$ cat config.mk
export PLATFORM = sky130hd
export DESIGN_NAME = tx_burst_flat
export DESIGN_NICKNAME = d
export VERILOG_FILES = /design/src/rtl/ut_pkg.sv /design/src/rtl/tx_burst_if.sv /design/src/rtl/tx_phase_gen.sv /design/src/rtl/tx_burst.sv /design/src/flat_wrapper.sv
export SDC_FILE = /design/constraint.sdc
export NUM_CORES = 1
export LEC_CHECK = 0
export BUFFER_PORTS_ARGS = -buffer_cell sky130_fd_sc_hd__buf_2
export CAP_MARGIN = 20
export CORE_ASPECT_RATIO = 0.7
export CORE_MARGIN = 4
export CORE_UTILIZATION = 52
export CTS_BUF_LIST = sky130_fd_sc_hd__clkbuf_8
export DETAILED_ROUTE_END_ITERATION = 6
export PLACE_DENSITY = 0.87
export SETUP_SLACK_MARGIN = 0.15
export SKIP_CTS_REPAIR_TIMING = 1
export SLEW_MARGIN = 10
export SYNTH_ARGS = -nofsm -noshare
export SYNTH_HDL_FRONTEND = slang
export SYNTH_HIERARCHICAL = 1
export SYNTH_SLANG_ARGS = --single-unit
$ cat constraint.sdc
create_clock -name clk -period 2.2 [get_ports clk]
set_input_delay 0.11 -clock clk [delete_from_list [all_inputs] [get_ports clk]]
set_output_delay 0.11 -clock clk [all_outputs]
set_load 0.1 [all_outputs]
$ cat src/rtl/ut_pkg.sv
// Shared ultrasound definitions: correlator window, offset width and TX FSM states.
package ut_pkg;

    localparam int unsigned WINDOW   = 400;
    localparam int unsigned OFFSET_W = 9;

    typedef enum logic [1:0] {
        IDLE,
        ALIGN,
        BURST,
        DAMP
    } tx_state_t;

endpackage

$ cat src/rtl/tx_burst_if.sv
// Control/status bundle between the sequencer and the transmit burst generator.
interface tx_burst_if;
    import ut_pkg::*;

    logic [OFFSET_W-1:0] offset;
    logic                start;
    logic [7:0]          n_cycles;
    logic                busy;
    logic                drv_p;
    logic                drv_n;
    logic                damp;
    logic                t0;
    logic                done;

    modport master (
        output offset, start, n_cycles,
        input  busy, drv_p, drv_n, damp, t0, done
    );

    modport slave (
        input  offset, start, n_cycles,
        output busy, drv_p, drv_n, damp, t0, done
    );

endinterface

$ cat src/rtl/tx_phase_gen.sv
// H-bridge leg decode from the tone phase, with dead time and registered outputs.
module tx_phase_gen #(
    parameter int unsigned PERIOD = 40,
    parameter int unsigned DEAD   = 2,
    parameter int unsigned PH_W   = $clog2(PERIOD)
) (
    input  logic            clk,
    input  logic            rst,
    input  logic            en,
    input  logic [PH_W-1:0] ph,
    output logic            drv_p,
    output logic            drv_n
);
    import ut_pkg::*;

    localparam logic [PH_W-1:0] P_LO = PH_W'(DEAD);
    localparam logic [PH_W-1:0] P_HI = PH_W'(PERIOD / 2 - 1);
    localparam logic [PH_W-1:0] N_LO = PH_W'(PERIOD / 2 + DEAD);

    logic p_raw, n_raw;
    logic drv_p_q, drv_n_q;

    // Dead-time window decode for each leg of the half-period.
    always_comb begin
        p_raw = en && (ph >= P_LO) && (ph <= P_HI);
        n_raw = en && (ph >= N_LO);
    end

    // Negative leg is masked by the positive one so the bridge can never be shorted.
    always_ff @(posedge clk) begin
        if (rst) begin
            drv_p_q <= 1'b0;
            drv_n_q <= 1'b0;
        end else begin
            drv_p_q <= p_raw;
            drv_n_q <= n_raw & ~p_raw;
        end
    end

    assign drv_p = drv_p_q;
    assign drv_n = drv_n_q;

endmodule

$ cat src/rtl/tx_burst.sv
// Transmit burst generator locked to the correlator sample offset.
// Optional active damping after the burst is enabled by defining TX_BURST_DAMP_EN.
module tx_burst #(
    parameter int unsigned WINDOW   = ut_pkg::WINDOW,
    parameter int unsigned PERIOD   = 40,
    parameter int unsigned DEAD     = 2,
    parameter int unsigned DAMP_LEN = 80
) (
    input logic       clk,
    input logic       rst,
    tx_burst_if.slave bus
);
    import ut_pkg::*;

    localparam int unsigned PH_W   = $clog2(PERIOD);
    localparam int unsigned DAMP_W = (DAMP_LEN > 1) ? $clog2(DAMP_LEN) : 1;
    localparam logic [OFFSET_W-1:0] LAST_OFF = OFFSET_W'(WINDOW - 1);
    localparam logic [PH_W-1:0]     LAST_PH  = PH_W'(PERIOD - 1);

`ifdef TX_BURST_DAMP_EN
    localparam tx_state_t TAIL = DAMP;
`else
    localparam tx_state_t TAIL = IDLE;
`endif

    tx_state_t         state_q, state_d;
    logic [PH_W-1:0]   ph_q, ph_d;
    logic [7:0]        cnt_q, cnt_d;
    logic [DAMP_W-1:0] dcnt_q, dcnt_d;
    logic              busy_q, busy_d;
    logic              damp_q, damp_d;
    logic              t0_q, t0_d;
    logic              done_q, done_d;

    // Next state for the following offset; outputs are precomputed so they line up
    // with the offset they belong to.
    always_comb begin
        state_d = state_q;
        ph_d    = ph_q;
        cnt_d   = cnt_q;
        dcnt_d  = dcnt_q;
        case (state_q)
            IDLE: begin
                if (bus.start) begin
                    cnt_d   = bus.n_cycles;
                    state_d = ALIGN;
                end
            end
            ALIGN: begin
                if (bus.offset == LAST_OFF) begin
                    ph_d    = '0;
                    state_d = (cnt_q == 8'd0) ? TAIL : BURST;
                end
            end
            BURST: begin
                if (ph_q == LAST_PH) begin
                    ph_d  = '0;
                    cnt_d = cnt_q - 8'd1;
                    if (cnt_q == 8'd1) begin
                        state_d = TAIL;
                    end
                end else begin
                    ph_d = ph_q + 1'b1;
                end
            end
            DAMP: begin
                if (dcnt_q == '0) begin
                    state_d = IDLE;
                end else begin
                    dcnt_d = dcnt_q - 1'b1;
                end
            end
            default: state_d = IDLE;
        endcase
        if ((state_d == DAMP) && (state_q != DAMP)) begin
            dcnt_d = DAMP_W'(DAMP_LEN - 1);
        end

        busy_d = (state_d != IDLE);
        t0_d   = (state_d == BURST) && (state_q != BURST);
        done_d = (state_d == IDLE) && (state_q != IDLE);
`ifdef TX_BURST_DAMP_EN
        damp_d = (state_d == DAMP);
`else
        damp_d = 1'b0;
`endif
    end

    // State, counters and registered status outputs.
    always_ff @(posedge clk) begin
        if (rst) begin
            state_q <= IDLE;
            ph_q    <= '0;
            cnt_q   <= '0;
            dcnt_q  <= '0;
            busy_q  <= 1'b0;
            damp_q  <= 1'b0;
            t0_q    <= 1'b0;
            done_q  <= 1'b0;
        end else begin
            state_q <= state_d;
            ph_q    <= ph_d;
            cnt_q   <= cnt_d;
            dcnt_q  <= dcnt_d;
            busy_q  <= busy_d;
            damp_q  <= damp_d;
            t0_q    <= t0_d;
            done_q  <= done_d;
        end
    end

    logic drv_p, drv_n;

    tx_phase_gen #(
        .PERIOD (PERIOD),
        .DEAD   (DEAD),
        .PH_W   (PH_W)
    ) u_phase_gen (
        .clk   (clk),
        .rst   (rst),
        .en    (state_d == BURST),
        .ph    (ph_d),
        .drv_p (drv_p),
        .drv_n (drv_n)
    );

    assign bus.busy  = busy_q;
    assign bus.damp  = damp_q;
    assign bus.t0    = t0_q;
    assign bus.done  = done_q;
    assign bus.drv_p = drv_p;
    assign bus.drv_n = drv_n;

endmodule

$ cat src/flat_wrapper.sv
// flat-port wrapper written by rule: the top's interface ports become plain ports
module tx_burst_flat import ut_pkg::*;
#(
    parameter int unsigned WINDOW   = ut_pkg::WINDOW,
    parameter int unsigned PERIOD   = 40,
    parameter int unsigned DEAD     = 2,
    parameter int unsigned DAMP_LEN = 80
)
  (clk, rst, bus_offset, bus_start, bus_n_cycles, bus_busy, bus_drv_p, bus_drv_n, bus_damp, bus_t0, bus_done);
  tx_burst_if bus_i ();
  input logic clk;
  input logic rst;
  input wire logic [$bits(bus_i.offset)-1:0] bus_offset;
  input wire logic [$bits(bus_i.start)-1:0] bus_start;
  input wire logic [$bits(bus_i.n_cycles)-1:0] bus_n_cycles;
  output wire logic [$bits(bus_i.busy)-1:0] bus_busy;
  output wire logic [$bits(bus_i.drv_p)-1:0] bus_drv_p;
  output wire logic [$bits(bus_i.drv_n)-1:0] bus_drv_n;
  output wire logic [$bits(bus_i.damp)-1:0] bus_damp;
  output wire logic [$bits(bus_i.t0)-1:0] bus_t0;
  output wire logic [$bits(bus_i.done)-1:0] bus_done;
  assign bus_i.offset = bus_offset;
  assign bus_i.start = bus_start;
  assign bus_i.n_cycles = bus_n_cycles;
  assign bus_busy = bus_i.busy;
  assign bus_drv_p = bus_i.drv_p;
  assign bus_drv_n = bus_i.drv_n;
  assign bus_damp = bus_i.damp;
  assign bus_t0 = bus_i.t0;
  assign bus_done = bus_i.done;
  tx_burst #(.WINDOW(WINDOW), .PERIOD(PERIOD), .DEAD(DEAD), .DAMP_LEN(DAMP_LEN)) u_core (.clk(clk), .rst(rst), .bus(bus_i));
endmodule
[Word level (Yosys, flattened, before mapping)]
Index checks and enable logic that the tools add are counted.
Word-level totals
  word-level logic and storage cells: 66
  ROM bits: 0
  memories kept: 0
  bits in latches: 0
  output and inout port bits: 6
  flip-flop bits (word level): 28
  bits in writable memories: 0
  input port bits: 20
Cells by class
  add/sub/neg operators: 3
  equal/unequal tests: 13
  order comparisons: 3
  $mul: 0
  div/mod/pow operators: 0
  bitwise gates (word level): 3
  reduce and logical (&&, ||, !) cells: 18
  mux-type cells: 16
  shift operators: 0
Operators by type and width (number)
  $mux W7: 3
  $mux W8: 2
  $pmux W8 S2: 1
  $mux W2: 6
  $mux W6: 2
  $pmux W6 S2: 1
  $eq A9 B9 Y1 const B: 1
  $eq A2 B2 Y1 const B: 4
  $eq A8 B1 Y1 const B: 1
  $logic_not A8 Y1: 1
  $ne A2 B2 Y1 const B: 4
  $pmux W2 S4: 1
  $reduce_bool A2 Y1: 4
  $sub A8 B1 Y8 const B: 1
  $logic_not A7 Y1: 1
  $sub A7 B1 Y7 const B: 1
  $add A6 B1 Y6 const B: 1
  $eq A6 B6 Y1 const B: 1
  $ge A6 B2 Y1 const B: 1
  $ge A6 B5 Y1 const B: 1
  $le A6 B5 Y1 const B: 1
  $logic_and A1 B1 Y1: 6
  $logic_not A2 Y1: 2
  $reduce_and A2 Y1: 2
  other kinds (6): 7

[Longest topological paths before layout]
Gate-level depths: netlist (run 1).
  word-level depth: 9
  gate-level depth with buffers: 9
  mapped depth without buffers: 9

[By module]
The synthesis (run 1) kept the hierarchy.
Modules (own cells, without submodules)
  tx_burst: area each 1542.7 um^2, instances 1, cells each 186, seq. area each 520.5 um^2
  tx_phase_gen: area each 88.8 um^2, instances 1, cells each 10, seq. area each 40.0 um^2

[Worst setup path before layout (run 1)]
Ideal clock, no wire load.
  path type: register to register
  from: register u_core.dcnt_q[0]
  to: register u_core.dcnt_q[0]
  slack: -37 ps
  library setup time: 137 ps
  stages on the path, launching flop included: 10
  data arrival time: 2100 ps
  data required time: 2063 ps
  period minus slack after synthesis: 2237 ps
  buffers on the path: 1
  cell sequence: dfxtp_1 -> inv_1 -> ha_1 -> or4b_4 -> o31ai_4 -> nor2_2 -> o41ai_4 -> or3b_1 -> buf_6 -> a31oi_1
On the way
  cells in the longest elaborated chain, start to end: 7
  elaborated cells on any way between the ends: 12
  those cells by class: 1 x add/sub; 2 x eq/ne; 5 x mux; 4 x reduce/logical
Ends and longest elaborated chain
  start, declared: RTL line tx_burst.sv:29  | logic [DAMP_W-1:0] dcnt_q, dcnt_d;
  start signal, assigned: RTL line tx_burst.sv:104  | dcnt_q <= dcnt_d;
  $logic_not A7 Y1: RTL line tx_burst.sv:67  | if (dcnt_q == '0) begin
  $mux W2: RTL line tx_burst.sv:67
  $pmux W2 S4: RTL line tx_burst.sv:42  | case (state_q)
  $eq A2 B2 Y1: RTL line tx_burst.sv:75  | if ((state_d == DAMP) && (state_q != DAMP)) begin
  $logic_and A1 B1 Y1: RTL line tx_burst.sv:75
  $ne A2 B2 Y1 (no source line) or $reduce_bool A2 Y1 (tied branches)
  $reduce_and A2 Y1 (no source line)
Several ways; a longest one is shown, not always the timed one. The select of a mux whose other input is x is not followed.
A chain may end at the register's enable or synchronous reset.

[Worst setup path after layout (run 1)]
  from: register u_core.cnt_q[4]
  to: register u_core.dcnt_q[4]
On the way
  cells in the longest elaborated chain, start to end: 7
  elaborated cells on any way between the ends: 10
  those cells by class: 2 x eq/ne; 5 x mux; 3 x reduce/logical
Ends and longest elaborated chain
  start, declared: RTL line tx_burst.sv:28  | logic [7:0] cnt_q, cnt_d;
  start signal, assigned: RTL line tx_burst.sv:103  | cnt_q <= cnt_d;
  $eq A8 B1 Y1 or $logic_not A8 Y1 (tied branches): RTL line tx_burst.sv:59, tx_burst.sv:52
  $mux W2, on equally long branches: RTL line tx_burst.sv:59, tx_burst.sv:52
  $mux W2, on equally long branches: RTL line tx_burst.sv:56, tx_burst.sv:50
  $pmux W2 S4 (*): RTL line tx_burst.sv:42
  $eq A2 B2 Y1 (*): RTL line tx_burst.sv:75
  $logic_and A1 B1 Y1 (*): RTL line tx_burst.sv:75
  $reduce_or A2 Y1 (no source line) (*)
Mark *: on every way between the ends. The rest lies on a longest branch, timed or not.

==> results_tabular.tex, run 1 <==
\begin{tabular}{lr}
\hline
Metric & Value \\
\hline
\multicolumn{2}{l}{\textbf{Floorplanning}} \\
\quad Number of I/O pins & 26 \\
\quad Number of placement rows & 16 \\
\quad Overall die width & 74.95 um \\
\quad Initial core utilization & 56.21\% \\
\quad Area of the die & 4112 um\^{}2 \\
\quad Die outline height & 54.87 um \\
\quad Core Area & 2903 um\^{}2 \\
\multicolumn{2}{l}{\textbf{Synth}} \\
\quad Number of nets in the synthesized netlist & 225 \\
\quad Post-synthesis sequential area ratio & 34.36\% \\
\quad Cell type with the highest aggregate area in the netlist & sky130\_fd\_sc\_hd\_\_dfxtp\_1 \\
\quad Synthesized instance count & 196 \\
\quad Async S/R FF share, synth & 0\% \\
\quad Portion of synthesized cell area occupied by the leading cell type & 34.36\% \\
\quad Count of flip-flops with a built-in enable after synthesis & 0 \\
\quad Count of warnings emitted by yosys & 6 \\
\quad Average instance area after synthesis & 8.324 um\^{}2 \\
\quad Post-Syn Area & 1632 um\^{}2 \\
\quad Synth Register Bits & 28 \\
\quad Count of cell types in the netlist & 50 \\
\quad Dominant cells by area after synthesis & sky130\_fd\_sc\_hd\_\_dfxtp\_1, sky130\_fd\_sc\_hd\_\_ha\_1, sky130\_fd\_sc\_hd\_\_a21oi\_1 \\
\quad Commonest register cell after synthesis & sky130\_fd\_sc\_hd\_\_dfxtp\_1 \\
\multicolumn{2}{l}{\textbf{Clock network}} \\
\quad CTS tree & done \\
\quad Clock-pin slew on the worst setup and hold paths & 0.10 ns \\
\quad Total number of H-tree levels & 1 \\
\quad Number of buffers on the longest clock path & 2 \\
\quad Clock latency of the later-clocked register in the worst-skew pair & 0.28 ns \\
\quad Clk Tree Root Cell & sky130\_fd\_sc\_hd\_\_clkbuf\_8 \\
\quad TritonCTS buffer count & 3 \\
\quad Total clock sinks & 28 \\
\multicolumn{2}{l}{\textbf{Pwr}} \\
\quad Net Sw Frac & 46.47\% \\
\quad Logic gate share of total power & 62.2\% \\
\quad Cell Pwr Density & 1415 nW/um\^{}2 \\
\quad Switch Pwr & 0.001400 W \\
\quad Relative contribution of sequential cells to total power & 27.0\% \\
\quad Internal & 0.001612 W \\
\quad Relative contribution of the clock network to total power & 10.8\% \\
\quad Maximum ir drop on the vdd rail & 1.014 mV \\
\quad Leakage dissipation & 0.8490 nW \\
\multicolumn{2}{l}{\textbf{Global route}} \\
\quad GRT Total Usage & 19.52\% \\
\quad Number of antenna violations at the first check in global routing & 0 \\
\quad Wire length of the first global-routing pass & 6.072 mm \\
\quad Vias in the first global route & 1319 \\
\quad Maximum number of pins on one net before global-route repair & 28 \\
\quad GR Overflow Total & 0 \\
\multicolumn{2}{l}{\textbf{Placed design}} \\
\quad HPWL after detailed placement & 2.634 mm \\
\quad Placed instance area & 1859 um\^{}2 \\
\quad Routability-driven placement congestion ratio & 0.8031 \\
\quad Quantity of I/O buffers inserted on ports & 24 \\
\multicolumn{2}{l}{\textbf{Timing}} \\
\quad Share of the clock period used by the worst path & 105.6\% \\
\quad Final worst clock skew & 0.002108 ns \\
\quad Minimum hold slack & 0.1788 ns \\
\quad Headroom to the max-slew limit & 60.79\% \\
\quad Achievable Freq & 430.5 MHz \\
\quad Final setup violating endpoints & 13 \\
\quad Minimum setup slack in the final design & -0.1229 ns \\
\quad Period minus WS final & 2.323 ns \\
\quad Least-Margin Pin Slew & 0.5827 ns \\
\quad Number of hold violations in the final report & 0 \\
\quad Count of pins over their slew limit & 0 \\
\quad RSZ-0062 raised after global routing & yes \\
\multicolumn{2}{l}{\textbf{Status}} \\
\quad Violations in the final reports & setup timing \\
\quad Status & finished, violations left \\
\multicolumn{2}{l}{\textbf{Route}} \\
\quad Number of detailed-route iterations in the first pass & 4 \\
\quad Overall routed net length & 4.506 mm \\
\quad Average detailed-routed wire length per instance & 16.57 um \\
\quad Residual antenna-violating net count after detailed routing & 0 \\
\quad DRT iter0 DRCs & 113 \\
\quad Vias per inst & 5.886 \\
\quad Vias & 1601 \\
\quad Number of design rule violations left after detail routing & 0 \\
\multicolumn{2}{l}{\textbf{Job}} \\
\quad Max-cap check violation count & 0 \\
\multicolumn{2}{l}{\textbf{Worst setup path}} \\
\quad Required time of the critical path & 2.41 ns \\
\quad Worst r2r src & u\_core/cnt\_q[4]\$\_SDFFE\_PP0P\_ \\
\quad WS Path Type & reg2reg \\
\quad Worst setup slack for register-to-register paths & -0.12 ns \\
\quad Kind of capture point of the worst setup path & flop \\
\quad Category of the worst setup path launch point & flop \\
\quad Capturing point of the worst reg2reg path & u\_core/dcnt\_q[4]\$\_SDFFE\_PP0P\_ \\
\quad Arrival time at the worst endpoint & 2.53 ns \\
\quad Worst R2R Path Depth & 7 \\
\quad Top fanout value on the critical path & 7 \\
\multicolumn{2}{l}{\textbf{Final layout}} \\
\quad Most used cells in the layout excluding fill and tap cells & sky130\_fd\_sc\_hd\_\_buf\_2, sky130\_fd\_sc\_hd\_\_dfxtp\_1, sky130\_fd\_sc\_hd\_\_nand2\_1, sky130\_fd\_sc\_hd\_\_nor2\_1, sky130\_fd\_sc\_hd\_\_buf\_4 \\
\quad Layout cell share with drive strength beyond 1 & 34.75\% \\
\quad Net count of the finished layout & 266 \\
\quad Number of inserted diodes & 0 \\
\quad Area grow syn2layout & 30.44\% \\
\quad Post-layout instance area & 2128 um\^{}2 \\
\multicolumn{2}{l}{\textbf{Worst hold path}} \\
\quad Hold Path Depth & 3 \\
\quad Endpoint with the worst hold slack & u\_core/cnt\_q[0]\$\_SDFFE\_PP0P\_ \\
\quad Hold path start & bus\_n\_cycles[0] \\
\quad Worst hold path type & in2reg \\
\hline
\end{tabular}
==> metrics by stage <==
stage / setup WS (ns) / instances / TNS (ns) / power [W] / utilization, %
finish: -0.1229 / 272 / -0.7692 / 0.003012 / 73.32
global route: -0.2516 / 272 / -2.191 / 0.003202 / 73.32
CTS: -0.2357 / 263 / -2.016 / 0.002595 / 65.95
detailed placement: -0.1824 / 259 / -1.486 / 0.002261 / 64.05
global placement: -0.1199 / 259 / -0.3493 / 0.002226 / 64.05
floorplan: -0.02392 / 196 / -0.07970 / 0.001924 / -
==> critical path: stages (launching register included) <==
cell,delay (ns)
sky130_fd_sc_hd__dfxtp_1,0.40
sky130_fd_sc_hd__nor4_2,0.36
sky130_fd_sc_hd__buf_4,0.17
sky130_fd_sc_hd__nand3_1,0.07
sky130_fd_sc_hd__o311a_1,0.39
sky130_fd_sc_hd__o41ai_4,0.43
sky130_fd_sc_hd__or3b_4,0.25
sky130_fd_sc_hd__nor3b_2,0.18
==> how the worst max path moves through the flow <==
stage / end / from
4_1_cts: u_core/bus.done$_SDFF_PP0_ / u_core/ph_q[1]$_SDFF_PP0_
6_report: u_core/dcnt_q[4]$_SDFFE_PP0P_ / u_core/cnt_q[4]$_SDFFE_PP0P_
3_5_place_dp: u_core/bus.done$_SDFF_PP0_ / u_core/ph_q[1]$_SDFF_PP0_
5_1_grt: u_core/dcnt_q[4]$_SDFFE_PP0P_ / u_core/cnt_q[4]$_SDFFE_PP0P_
3_3_place_gp: u_core/bus.done$_SDFF_PP0_ / u_core/ph_q[1]$_SDFF_PP0_
2_1_floorplan: u_core/dcnt_q[4]$_SDFFE_PP0P_ / u_core/dcnt_q[0]$_SDFFE_PP0P_
==> logic make-up after synthesis <==
kind of cell	count (synthesis)	synth area share, %
adder cells (fa/ha/maj)	9	6.902
XOR/XNOR	4	2.147
other	1	0.2298
buffers and inverters	19	5.061
multiplexers	6	3.834
AND/OR/NAND/NOR	81	26.69
AO/OA/AOI/OAI	48	20.78
flip-flops	28	34.36
==> final cells by class <==
class	instances	area, um^2
tap	36	45.04
timing repair buffer	44	285.3
clock buffer	4	55.05
sequential	28	565.5
multi-input combinational	149	1136
inverter	11	41.29
fill	168	774.5
==> power by group through the flow <==
stage | sequential [W] | clock, W | combinational (W)
2_1_floorplan | 0.000920 | 0 | 0.00100
4_1_cts | 0.000781 | 0.000327 | 0.00149
3_5_place_dp | 0.000788 | 0 | 0.00147
6_report | 0.000812 | 0.000326 | 0.00187
5_1_grt | 0.000834 | 0.000351 | 0.00202
3_3_place_gp | 0.000787 | 0 | 0.00144
==> sequential cells by signal, indices dropped and copies added (netlist names) <==
signal	cells
u_core/dcnt_q	7
u_core/bus.done	1
u_core/u_phase_gen/drv_p	1
u_core/bus.busy	1
u_core/bus.t0	1
u_core/cnt_q	8
u_core/u_phase_gen/drv_n	1
u_core/ph_q	6
u_core/state_q	2
==> metal layers <==
| metal | vias to the layer above | wire length, um | track usage [%] |
|---|---|---|---|
| met1 | 743 | 1991 | 27.03 |
| li1 | 776 | - | - |
| met3 | 16 | 294 | 4.220 |
| met5 | - | 0 | 0 |
| met4 | 0 | 162 | 5.325 |
| met2 | 66 | 2058 | 30.64 |
==> cell usage after synthesis, types with 2 or more instances <==
| cell | instances |
|---|---|
| sky130_fd_sc_hd__dfxtp_1 | 28 |
| sky130_fd_sc_hd__nand2_1 | 20 |
| sky130_fd_sc_hd__nor2_1 | 19 |
| sky130_fd_sc_hd__a21oi_1 | 15 |
| sky130_fd_sc_hd__inv_1 | 11 |
| sky130_fd_sc_hd__ha_1 | 9 |
| sky130_fd_sc_hd__nor2b_1 | 9 |
| sky130_fd_sc_hd__o21ai_0 | 7 |
| sky130_fd_sc_hd__nand3_1 | 6 |
| sky130_fd_sc_hd__clkbuf_1 | 5 |
| sky130_fd_sc_hd__nor4_1 | 5 |
| sky130_fd_sc_hd__mux2i_1 | 4 |
| sky130_fd_sc_hd__o22ai_1 | 4 |
| sky130_fd_sc_hd__or3_1 | 4 |
| sky130_fd_sc_hd__xnor2_1 | 4 |
| sky130_fd_sc_hd__a211oi_1 | 3 |
| sky130_fd_sc_hd__nand2b_1 | 3 |
| sky130_fd_sc_hd__a31oi_1 | 2 |
| sky130_fd_sc_hd__mux2_2 | 2 |
| sky130_fd_sc_hd__nor4b_1 | 2 |
| sky130_fd_sc_hd__o21ai_1 | 2 |
| sky130_fd_sc_hd__o311a_1 | 2 |
| sky130_fd_sc_hd__o31ai_1 | 2 |
| sky130_fd_sc_hd__or2_2 | 2 |
(Power assumes the default switching activity.)
==> run 2: changes to the inputs <==
--- a/config.mk
+++ b/config.mk
@@ -13,10 +13,11 @@
 export CTS_BUF_LIST = sky130_fd_sc_hd__clkbuf_8
 export DETAILED_ROUTE_END_ITERATION = 6
 export PLACE_DENSITY = 0.87
-export SETUP_SLACK_MARGIN = 0.15
+export SETUP_SLACK_MARGIN = 0.1
 export SKIP_CTS_REPAIR_TIMING = 1
 export SLEW_MARGIN = 10
 export SYNTH_ARGS = -nofsm -noshare
 export SYNTH_HDL_FRONTEND = slang
 export SYNTH_HIERARCHICAL = 1
 export SYNTH_SLANG_ARGS = --single-unit
+export TNS_END_PERCENT = 20
==> results_tabular.tex, run 2 (synthesis gave the netlist of run 1 again) <==
\begin{tabular}{lr}
\hline
Metric & Value \\
\hline
\multicolumn{2}{l}{\textbf{Status}} \\
\quad Status & finished, violations left \\
\quad Violations in the final reports & setup timing \\
\multicolumn{2}{l}{\textbf{Route}} \\
\quad Vias per inst & 5.728 (-2.7\%) \\
\quad Number of detailed-route iterations in the first pass & 4 (unchanged) \\
\quad Average detailed-routed wire length per instance & 14.98 um (-9.5\%) \\
\quad DRT iter0 DRCs & 100 (-12\%) \\
\quad Number of design rule violations left after detail routing & 0 (unchanged) \\
\quad Overall routed net length & 3.971 mm (-12\%) \\
\quad Vias & 1518 (-5.2\%) \\
\quad Residual antenna-violating net count after detailed routing & 0 (unchanged) \\
\multicolumn{2}{l}{\textbf{Worst hold path}} \\
\quad Hold path start & bus\_n\_cycles[0] \\
\quad Hold Path Depth & 3 (unchanged) \\
\quad Endpoint with the worst hold slack & u\_core/cnt\_q[0]\$\_SDFFE\_PP0P\_ \\
\quad Worst hold path type & in2reg \\
\multicolumn{2}{l}{\textbf{Pwr}} \\
\quad Cell Pwr Density & 1417 nW/um\^{}2 (+0.14\%) \\
\quad Leakage dissipation & 0.8020 nW (-5.5\%) \\
\quad Maximum ir drop on the vdd rail & 1.350 mV (+33\%) \\
\multicolumn{2}{l}{\textbf{Worst setup path}} \\
\quad Arrival time at the worst endpoint & 2.40 ns (-0.13 ns) \\
\quad Worst R2R Path Depth & 7 (unchanged) \\
\quad Required time of the critical path & 2.34 ns (-0.07 ns) \\
\quad Cell with the biggest individual delay on the critical path & sky130\_fd\_sc\_hd\_\_o41ai\_4 \\
\quad Worst r2r src & u\_core/cnt\_q[4]\$\_SDFFE\_PP0P\_ \\
\quad Kind of capture point of the worst setup path & flop \\
\quad Max stage delay on crit path & 0.43 ns (about the same) \\
\quad Sum of buffers and inverters on the critical path & 1 (unchanged) \\
\quad Top fanout value on the critical path & 7 (unchanged) \\
\quad Category of the worst setup path launch point & flop \\
\quad Worst setup slack for register-to-register paths & -0.06 ns (+0.06 ns) \\
\quad Capturing point of the worst reg2reg path & u\_core/dcnt\_q[6]\$\_SDFFE\_PP0P\_ \\
\quad WS Path Type & reg2reg \\
\quad Critical path, cell by cell & nor4\_1 > buf\_4 > nand3\_1 > o311a\_1 > o41ai\_4 > or3b\_4 > a21oi\_1 \\
\quad Cell family with the largest share of critical-path delay & compound AO/OA/AOI/OAI gates \\
\multicolumn{2}{l}{\textbf{Clock network}} \\
\quad Clock latency of the later-clocked register in the worst-skew pair & 0.27 ns (about the same) \\
\quad Total clock sinks & 28 (unchanged) \\
\quad Number of buffers on the longest clock path & 2 (unchanged) \\
\quad Total number of H-tree levels & 1 (unchanged) \\
\quad Clk Tree Root Cell & sky130\_fd\_sc\_hd\_\_clkbuf\_8 \\
\quad TritonCTS buffer count & 3 (unchanged) \\
\quad CTS tree & done \\
\quad Clock-pin slew on the worst setup and hold paths & 0.10 ns (about the same) \\
\multicolumn{2}{l}{\textbf{Timing}} \\
\quad Count of pins over their slew limit & 0 (unchanged) \\
\quad Number of hold violations in the final report & 0 (unchanged) \\
\quad Headroom to the max-slew limit & 65.18\% (+4.4 points) \\
\quad Share of the clock period used by the worst path & 102.7\% (-2.8 points) \\
\quad RSZ-0062 raised after global routing & yes \\
\quad Minimum setup slack in the final design & -0.06039 ns (+0.06246 ns) \\
\quad Period minus WS final & 2.260 ns (-0.06246 ns) \\
\quad Achievable Freq & 442.4 MHz (+2.8\%) \\
\quad Final setup violating endpoints & 8 (-5) \\
\quad Final worst clock skew & 0.004972 ns (+0.002864 ns) \\
\quad Least-Margin Pin Slew & 0.5179 ns (-0.06481 ns) \\
\multicolumn{2}{l}{\textbf{Floorplanning}} \\
\quad Overall die width & 74.95 um (unchanged) \\
\quad Area of the die & 4112 um\^{}2 (unchanged) \\
\quad Number of placement rows & 16 (unchanged) \\
\quad Initial core utilization & 56.21\% (unchanged) \\
\quad Die outline height & 54.87 um (unchanged) \\
\quad Number of I/O pins & 26 (unchanged) \\
\quad Core Area & 2903 um\^{}2 (unchanged) \\
\multicolumn{2}{l}{\textbf{Final layout}} \\
\quad Fill cell instance count of the final layout & 207 (+23\%) \\
\quad Largest regs & u\_core/cnt\_q: 8 flops, u\_core/dcnt\_q: 7 flops, u\_core/ph\_q: 6 flops \\
\quad Max FFs per register & 8 (unchanged) \\
\quad Layout cell share with drive strength beyond 1 & 30.57\% (-4.2 points) \\
\quad Most used cells in the layout excluding fill and tap cells & sky130\_fd\_sc\_hd\_\_buf\_2, sky130\_fd\_sc\_hd\_\_dfxtp\_1, sky130\_fd\_sc\_hd\_\_nand2\_1, sky130\_fd\_sc\_hd\_\_nor2\_1, sky130\_fd\_sc\_hd\_\_a21oi\_1 \\
\quad Biggest register & u\_core/cnt\_q \\
\quad Net count of the finished layout & 259 (-2.6\%) \\
\quad Area grow syn2layout & 23.39\% \\
\quad Final standard cell utilization of the core & 69.35\% (-4.0 points) \\
\quad Final non-filler cell total & 265 (-2.6\%) \\
\quad Post-layout instance area & 2013 um\^{}2 (-5.4\%) \\
\quad Number of inserted diodes & 0 (unchanged) \\
\multicolumn{2}{l}{\textbf{Placed design}} \\
\quad Quantity of I/O buffers inserted on ports & 24 (unchanged) \\
\quad Placed instance area & 1852 um\^{}2 (-0.40\%) \\
\quad Number of cells after detailed placement & 258 (-0.39\%) \\
\quad HPWL after detailed placement & 2.688 mm (+2.1\%) \\
\quad Routability-driven placement congestion ratio & 0.8679 (+8.1\%) \\
\multicolumn{2}{l}{\textbf{Job}} \\
\quad Max-cap check violation count & 0 (unchanged) \\
\multicolumn{2}{l}{\textbf{Global route}} \\
\quad Vias in the first global route & 1336 (+1.3\%) \\
\quad GR Overflow Total & 0 (unchanged) \\
\quad Number of antenna violations at the first check in global routing & 0 (unchanged) \\
\quad Maximum number of pins on one net before global-route repair & 28 (unchanged) \\
\quad GRT Total Usage & 19.39\% (-0.12 points) \\
\quad Wire length of the first global-routing pass & 6.030 mm (-0.69\%) \\
\hline
\end{tabular}
## run 2: cell count changes in the layout (fill, tap and decap cells not counted), sizes merged
cell and change:
buf -7, clkbuf -1, bufinv +1
## run 2: where the power goes
part,switching (W),leakage [nW],internal [W]
Clock,0.000160,0.0357,0.000244
Sequential,0.000143,0.230,0.000656
Combinational,0.000974,0.536,0.000675
## run 2: worst min-delay path: cells and delay by family
kind / cells / cell delay [ns]
AO/OA/AOI/OAI: 2 / 0.21
buffers and inverters: 1 / 0.09
## run 2: per-layer routing
metal | global-route usage [%] | up-vias | part of all wire [%]
met3 | 4.220 | 4 | 7.2
met5 | 0 | - | 0
met2 | 30.20 | 58 | 46
met1 | 26.23 | 697 | 45
met4 | 7.396 | 0 | 1.7
li1 | - | 759 | -
## run 2: cell type report
| class | count | area, um^2 | area share, % |
|---|---|---|---|
| clock inverter | 1 | 30.03 | 1.492 |
| sequential | 28 | 565.5 | 28.09 |
| multi-input combinational | 149 | 1065 | 52.89 |
| tap | 36 | 45.04 | 2.237 |
| clock buffer | 3 | 41.29 | 2.051 |
| timing repair buffer | 37 | 225.2 | 11.19 |
| inverter | 11 | 41.29 | 2.051 |
## run 2: per-stage QoR
stage               TNS [ns]  total power, W  hold slack (ns)  worst slack [ns]
finish               -0.3141        0.002853           0.1711          -0.06039
global route          -1.537        0.003020           0.2012           -0.1755
CTS                   -1.549        0.002673           0.1679           -0.1982
detailed placement    -1.351        0.002258           0.4518           -0.1830
global placement     -0.3337        0.002208           0.4476          -0.06897
floorplan           -0.07970        0.001924           0.1816          -0.02392
## run 2: how the worst max path moves through the flow
| stage | start | to | depth (start not counted) |
|---|---|---|---|
| floorplan | u_core/dcnt_q[0]$_SDFFE_PP0P_ | u_core/dcnt_q[4]$_SDFFE_PP0P_ | 9 |
| global placement | u_core/ph_q[1]$_SDFF_PP0_ | u_core/dcnt_q[4]$_SDFFE_PP0P_ | 6 |
| detailed placement | u_core/ph_q[1]$_SDFF_PP0_ | u_core/dcnt_q[4]$_SDFFE_PP0P_ | 6 |
| CTS | u_core/ph_q[0]$_SDFF_PP0_ | u_core/dcnt_q[4]$_SDFFE_PP0P_ | 6 |
| global route | u_core/cnt_q[4]$_SDFFE_PP0P_ | u_core/dcnt_q[4]$_SDFFE_PP0P_ | 7 |
| finish | u_core/cnt_q[4]$_SDFFE_PP0P_ | u_core/dcnt_q[6]$_SDFFE_PP0P_ | 7 |
